$ cat src/rtl/hbridge_guard.sv
// hbridge_guard: per-motor H-bridge protection stage. Registers controller
// commands, enforces dead-time on stop/reversal, rejects F=B=1 commands and
// latches filtered overcurrent faults with a timed retry. Channel 0 is the
// right motor, channel 1 the left; only the fault counter/flag are shared.
module hbridge_guard #(
    parameter int unsigned DEAD_CYCLES  = 5000,
    parameter int unsigned OC_FILT      = 16,
    parameter int unsigned RETRY_CYCLES = 10000000
) (
    input  logic       clk,
    input  logic       rst_n,
    input  logic       RMF,
    input  logic       RMB,
    input  logic       LMF,
    input  logic       LMB,
    input  logic       RM_pwm,
    input  logic       LM_pwm,
    input  logic       oc_r,
    input  logic       oc_L,
    output logic       r_in1,
    output logic       r_in2,
    output logic       r_en,
    output logic       l_in1,
    output logic       l_in2,
    output logic       l_en,
    output logic       fault,
    output logic       illegal,
    output logic [3:0] fault_cnt
);

    localparam int unsigned NCH    = 2;
    localparam int unsigned TMR_W  = 24;
    localparam int unsigned OCF_W  = 8;
    localparam int unsigned FCNT_W = 4;

    localparam logic [TMR_W-1:0]  DEAD_LOAD  = TMR_W'(DEAD_CYCLES - 1);
    localparam logic [TMR_W-1:0]  RETRY_LOAD = TMR_W'(RETRY_CYCLES - 1);
    localparam logic [OCF_W-1:0]  OC_LIMIT   = OCF_W'(OC_FILT);
    localparam logic [FCNT_W-1:0] FCNT_MAX   = '1;

    typedef enum logic [2:0] {
        ST_IDLE,
        ST_RUN_F,
        ST_RUN_B,
        ST_DEAD,
        ST_FAULT
    } state_e;

    // Raw inputs gathered per channel (index 0 = right, 1 = left)
    logic [NCH-1:0] fwd_raw_c, bwd_raw_c, pwm_raw_c, oc_raw_c;
    assign fwd_raw_c = {LMF, RMF};
    assign bwd_raw_c = {LMB, RMB};
    assign pwm_raw_c = {LM_pwm, RM_pwm};
    assign oc_raw_c  = {oc_L, oc_r};

    logic [NCH-1:0] fwd_q, bwd_q, oc_q;

    // Command decode on the registered samples; 11 decodes as STOP
    logic [NCH-1:0] go_f_c, go_b_c, stop_c, illegal_c;
    assign go_f_c    = fwd_q & ~bwd_q;
    assign go_b_c    = ~fwd_q & bwd_q;
    assign stop_c    = ~(go_f_c | go_b_c);
    assign illegal_c = fwd_q & bwd_q;

    state_e           st_q  [NCH];
    state_e           st_d  [NCH];
    logic [TMR_W-1:0] tmr_q [NCH];
    logic [TMR_W-1:0] tmr_d [NCH];
    logic [OCF_W-1:0] occ_q [NCH];
    logic [OCF_W-1:0] occ_d [NCH];

    logic [NCH-1:0]    enter_c;
    logic [NCH-1:0]    in1_q, in1_d, in2_q, in2_d, en_q, en_d;
    logic              fault_q, fault_d, illegal_q, illegal_d;
    logic [FCNT_W-1:0] fcnt_q, fcnt_d;
    logic [FCNT_W:0]   fcnt_sum_c;

    // State, counters, input samples and output registers
    always_ff @(posedge clk) begin
        if (!rst_n) begin
            fwd_q     <= '0;
            bwd_q     <= '0;
            oc_q      <= '0;
            in1_q     <= '0;
            in2_q     <= '0;
            en_q      <= '0;
            fault_q   <= 1'b0;
            illegal_q <= 1'b0;
            fcnt_q    <= '0;
            for (int unsigned c = 0; c < NCH; c++) begin
                st_q[c]  <= ST_IDLE;
                tmr_q[c] <= '0;
                occ_q[c] <= '0;
            end
        end else begin
            fwd_q     <= fwd_raw_c;
            bwd_q     <= bwd_raw_c;
            oc_q      <= oc_raw_c;
            in1_q     <= in1_d;
            in2_q     <= in2_d;
            en_q      <= en_d;
            fault_q   <= fault_d;
            illegal_q <= illegal_d;
            fcnt_q    <= fcnt_d;
            for (int unsigned c = 0; c < NCH; c++) begin
                st_q[c]  <= st_d[c];
                tmr_q[c] <= tmr_d[c];
                occ_q[c] <= occ_d[c];
            end
        end
    end

    // Per-channel next state; overcurrent entry overrides every other move
    always_comb begin
        enter_c = '0;
        in1_d   = '0;
        in2_d   = '0;
        en_d    = '0;
        for (int unsigned c = 0; c < NCH; c++) begin
            st_d[c]  = st_q[c];
            tmr_d[c] = tmr_q[c];
            occ_d[c] = '0;
            if (oc_q[c]) begin
                occ_d[c] = (occ_q[c] == OC_LIMIT) ? occ_q[c] : occ_q[c] + OCF_W'(1);
            end

            if ((st_q[c] != ST_FAULT) && (occ_d[c] == OC_LIMIT)) begin
                st_d[c]    = ST_FAULT;
                tmr_d[c]   = RETRY_LOAD;
                enter_c[c] = 1'b1;
            end else begin
                case (st_q[c])
                    ST_IDLE: begin
                        if (go_f_c[c])      st_d[c] = ST_RUN_F;
                        else if (go_b_c[c]) st_d[c] = ST_RUN_B;
                    end
                    ST_RUN_F: begin
                        if (!go_f_c[c]) begin
                            st_d[c]  = ST_DEAD;
                            tmr_d[c] = DEAD_LOAD;
                        end
                    end
                    ST_RUN_B: begin
                        if (!go_b_c[c]) begin
                            st_d[c]  = ST_DEAD;
                            tmr_d[c] = DEAD_LOAD;
                        end
                    end
                    ST_DEAD: begin
                        if (tmr_q[c] != '0)  tmr_d[c] = tmr_q[c] - TMR_W'(1);
                        else if (go_f_c[c])  st_d[c]  = ST_RUN_F;
                        else if (go_b_c[c])  st_d[c]  = ST_RUN_B;
                        else                 st_d[c]  = ST_IDLE;
                    end
                    ST_FAULT: begin
                        if (tmr_q[c] != '0)                tmr_d[c] = tmr_q[c] - TMR_W'(1);
                        else if (!oc_q[c] && stop_c[c])    st_d[c]  = ST_IDLE;
                    end
                    default: st_d[c] = ST_IDLE;
                endcase
            end

            in1_d[c] = (st_d[c] == ST_RUN_F);
            in2_d[c] = (st_d[c] == ST_RUN_B);
            en_d[c]  = ((st_d[c] == ST_RUN_F) || (st_d[c] == ST_RUN_B)) && pwm_raw_c[c];
        end

        fault_d    = (st_d[0] == ST_FAULT) || (st_d[1] == ST_FAULT);
        illegal_d  = |illegal_c;
        fcnt_sum_c = {1'b0, fcnt_q} + (FCNT_W+1)'(enter_c[0]) + (FCNT_W+1)'(enter_c[1]);
        fcnt_d     = (fcnt_sum_c > {1'b0, FCNT_MAX}) ? FCNT_MAX : fcnt_sum_c[FCNT_W-1:0];
    end

    assign r_in1     = in1_q[0];
    assign r_in2     = in2_q[0];
    assign r_en      = en_q[0];
    assign l_in1     = in1_q[1];
    assign l_in2     = in2_q[1];
    assign l_en      = en_q[1];
    assign fault     = fault_q;
    assign illegal   = illegal_q;
    assign fault_cnt = fcnt_q;

endmodule

$ cat config.mk
export PLATFORM = sky130hd
export DESIGN_NAME = hbridge_guard
export DESIGN_NICKNAME = d
export VERILOG_FILES = /design/src/rtl/hbridge_guard.sv
export SDC_FILE = /design/constraint.sdc
export NUM_CORES = 1
export LEC_CHECK = 0
export ABC_AREA = 1
export CORE_MARGIN = 2
export CORE_UTILIZATION = 27
export DETAILED_ROUTE_END_ITERATION = 12
export GPL_TIMING_DRIVEN = 0
export PLACE_DENSITY = 0.53
export SLEW_MARGIN = 20
export SYNTH_ARGS = -nofsm -noshare
export SYNTH_HDL_FRONTEND = slang
export SYNTH_SLANG_ARGS = --single-unit
$ cat constraint.sdc
create_clock -name clk -period 6.85 [get_ports clk]
set_clock_uncertainty 0.05 [all_clocks]
set_input_delay 1.7125 -clock clk [delete_from_list [all_inputs] [get_ports clk]]
set_output_delay 1.7125 -clock clk [all_outputs]
set_load 0.01 [all_outputs]
==> impl_results.md, run 1 <==
- CTS root buffer: clkbuf_16
- Startpoint Class: register
- FP Rows: 52
- WP buf/inv: 1
- Total inserted antenna cells: 0
- Endpoints failing setup: 0
- Die Wd: roughly 150 um
- Crit share post-route: 0.456
- Crit path max fanout: 4
- Status: completed
- Hold WS: 0.447 ns
- Chip Height: 146 um
- DRC Markers: 0
- Leak: 2.76 nW
- Min-delay worst type: reg2reg
- Yosys Warn Count: 0
- H-tree depth: 3
- #FFs+latches synth: 88
- TritonCTS clock tree: yes
- RSZ-0062 raised after global routing: no
- Crit. Startpoint: fault_cnt[2]
- Antenna violations before repair: 0
- Fin. Hold Viols: 0
- Mapped Area: 5460 sq um
- Via Count: 4969
- Placed insts: 1100
- Design area: 6280 sq um
- Drt wl/cell: 12.2 um
- Clk buf depth: 2
- First-pass GRT wire length: roughly 23000 um
- Final wirelength: about 14000 um
- Setup ws final: 3.73 ns
- Via density: around 4.5
- Async S/R FF share, synth: 0
- CP max stage cell: clkdlybuf4s50_1
- Critical Path RT: 5.09 ns
- CTS resizes: 0
- Fill count: about 2200
- Number of enable flip-flop cells after synthesis: 0
- Slew of the pin with the lowest slew margin: about 0.6 ns
- GRT overflow: 0
- PD cells: around 350 nW/um^2
- Gpl congestion: ~0.83
- Critical Path Max Stage Delay: ~0.58 ns
- Cells after synthesis: 810
- Period minus WS final: around 3.1 ns
- Hold_buf cts: 0
- Placed Area: 5990 sq um
- Register area share after synthesis: 0.323
- # Max-Cap Violations: 0
- Main synth FF type: dfxtp_1
- Crit path max-delay family: buffers and inverters
- Layout cell share with drive strength beyond 1: 0.123
- Fin. max-slew vios: 0
- Finished Layout Cells: 1115
- Slew margin rel.: 0.591
- Hpwl dp: 10400 um
- Final Util: 0.313
- Max rail drop VDD: around 0.00013 V
- WP data arrival: 1.36 ns
- Post-CTS Setup Inserts: 0
- Critical R2R Launch: occ_q[0][8]
- Core ar.: approximately 20000 sq um
- Clock insertion delay at the later pin of the skew report: between 0.3 and 0.4 ns
- CTS buffer count: 9
- Maximum clock frequency: 320 MHz
- P&R area growth vs syn: 15.1%
- Number of DRC violations after detailed-routing iteration 0: ~280
- Crit path cell chain: clkdlybuf4s50_1
- Critical path type: reg2out
- Setup WS pre-CTS: around 3.8 ns
- DRT Pass-1 Iters: 5
- Post-layout nets: roughly 870
- Synth unique cells: 48
- Initial Util: 0.272
- Crit end category: output pin
- ANT nets after route: 0
- Vias in the first global route: just under 5000
- Post-route setup TNS: 0 ns
- Overall power: approximately 2.2 mW
- Mean Syn Cell Area: 6.74 sq um
- IO Pins: 22
- Die area: between 20000 and 25000 sq um
- Hold path startpoint: tmr_q[0][13]
- Synth Net Count: around 830
- GRT Resource Usage Total: 0.134
- Reg clk slew, reported paths: roughly 0.060 ns
- Largest net degree at the start of global routing: 14
- Clock sinks: 88
- IO buf count: 20
[power breakdown]
group | switching (mW) | total, mW | internal, mW | leakage, nW
combinational | 0.663 | 1.04 | 0.374 | 1.90
sequential | 0.0901 | 0.684 | 0.594 | 0.718
clock | 0.210 | 0.499 | 0.289 | 0.145
total | 0.963 | 2.22 | 1.26 | 2.76
[cells in the final DEF, fill, tap and decap left out, types with 5 or more instances in the layout]
cell type	count
nand2_1	163
nor2_1	153
dfxtp_1	88
inv_1	80
nand3_1	63
a21oi_1	36
o21ai_0	26
xor2_1	25
nor3_1	23
clkdlybuf4s50_1	20
inv_2	14
ha_1	13
nor2_2	12
o21ai_1	10
nand2_2	9
clkbuf_16	9
nand4_1	8
nor2_4	8
o21ai_2	8
nand3b_1	7
a21oi_2	6
xnor2_1	5
or2_2	5
[state kept, by name, indices dropped and copies added, names as in the netlist]
signal and count:
fwd_q 2, fault_cnt 4, in1_q 2, tmr_q 48, en_q 2, in2_q 2
oc_q 2, illegal 1, fault 1, occ_q 16, bwd_q 2, st_q 6
[metal layers]
layer	vias to the layer above	global-route usage	part of all wire
li1	2646	-	-
met2	62	0.223	0.45
met1	2250	0.176	0.51
met3	11	0.0194	0.025
met4	0	0.0485	0.016
met5	-	0	0
[cells in the mapped netlist (2+ instances only)]
| cell type | count | area (sq um) |
|---|---|---|
| nand2_4 | 2 | 22.5 |
| buf_4 | 2 | 15.0 |
| buf_6 | 3 | 33.8 |
| nor3_2 | 4 | 40.0 |
| nand2_1 | 163 | 612 |
| or2_2 | 5 | 31.3 |
| ha_1 | 13 | 163 |
| buf_1 | 4 | 15.0 |
| nand3_2 | 4 | 40.0 |
| nor2_2 | 12 | 75.1 |
| nand4_1 | 8 | 50.1 |
| o31ai_1 | 2 | 15.0 |
| clkbuf_1 | 3 | 11.3 |
| o21ai_1 | 10 | 50.1 |
| nor2_8 | 2 | 40.0 |
| xnor2_1 | 5 | 43.8 |
| a21oi_2 | 6 | 52.6 |
| nand2_2 | 9 | 56.3 |
| dfxtp_1 | 88 | 1760 |
| nor3_1 | 23 | 115 |
| and3_1 | 2 | 12.5 |
| nor2_1 | 153 | 574 |
| o21ai_0 | 26 | 130 |
| xor2_1 | 25 | 219 |
| buf_2 | 3 | 15.0 |
| o21ai_2 | 8 | 70.1 |
| nand3b_1 | 7 | 52.6 |
| inv_1 | 80 | 300 |
| a21oi_1 | 36 | 180 |
| inv_2 | 14 | 52.6 |
| o21bai_1 | 2 | 15.0 |
| nand3_1 | 63 | 315 |
| nor2_4 | 8 | 90.1 |
[kinds of logic after synthesis]
| family | share of synthesized area |
|---|---|
| simple gates | 0.405 |
| flops | 0.323 |
| compound gates | 0.103 |
| xor+xnor | 0.0482 |
| fa+ha+maj | 0.0335 |
| buf+inv | 0.0876 |
[layout make-up]
class / count / area [sq um] / share of cell area
clock buffer: 11 / 243 / 0.0386
buffer: 16 / 110 / 0.0175
clock inverter: 4 / 45.0 / 0.00717
timing repair buffer: 20 / 200 / 0.0319
inverter: 96 / 368 / 0.0586
multi-input combinational: 610 / 3220 / 0.512
sequential: 88 / 1760 / 0.280
tap: 270 / 338 / 0.0538
[final timing paths]
path | endpoint | slack [ns] | cells past startpoint
worst min register to register | tmr_q[0][13] | 0.45 | 2
worst min-delay path | tmr_q[0][13] | 0.45 | 2
worst max-delay path | fault_cnt[2] | 3.73 | 1
worst max register to register | fault_cnt[1] | 4.21 | 14
Note: power is estimated with default switching activity, not from simulation.
==> run 2: changes to the inputs <==
==> constraint.sdc (replaced) <==
create_clock -name clk -period 3.3 [get_ports clk]
set_clock_uncertainty 0.05 [all_clocks]
set_input_delay 0.825 -clock clk [delete_from_list [all_inputs] [get_ports clk]]
set_output_delay 0.825 -clock clk [all_outputs]
set_load 0.01 [all_outputs]
==> results of run 2 <==
Same layout as run 1 (identical final DEF). Status: completed.
Among the figures that moved: setup slack after placement 3.84 ns -> 0.643 ns; setup slack after layout 3.73 ns -> 0.660 ns; start point of the critical path fault_cnt[2] -> occ_q[0][8]; end point of the critical path fault_cnt[2] -> fault_cnt[1]; register-to-register setup slack 4.21 ns -> 0.66 ns; total power 2.22 mW -> 4.61 mW; worst IR drop on VDD 0.000130 V -> 0.000270 V
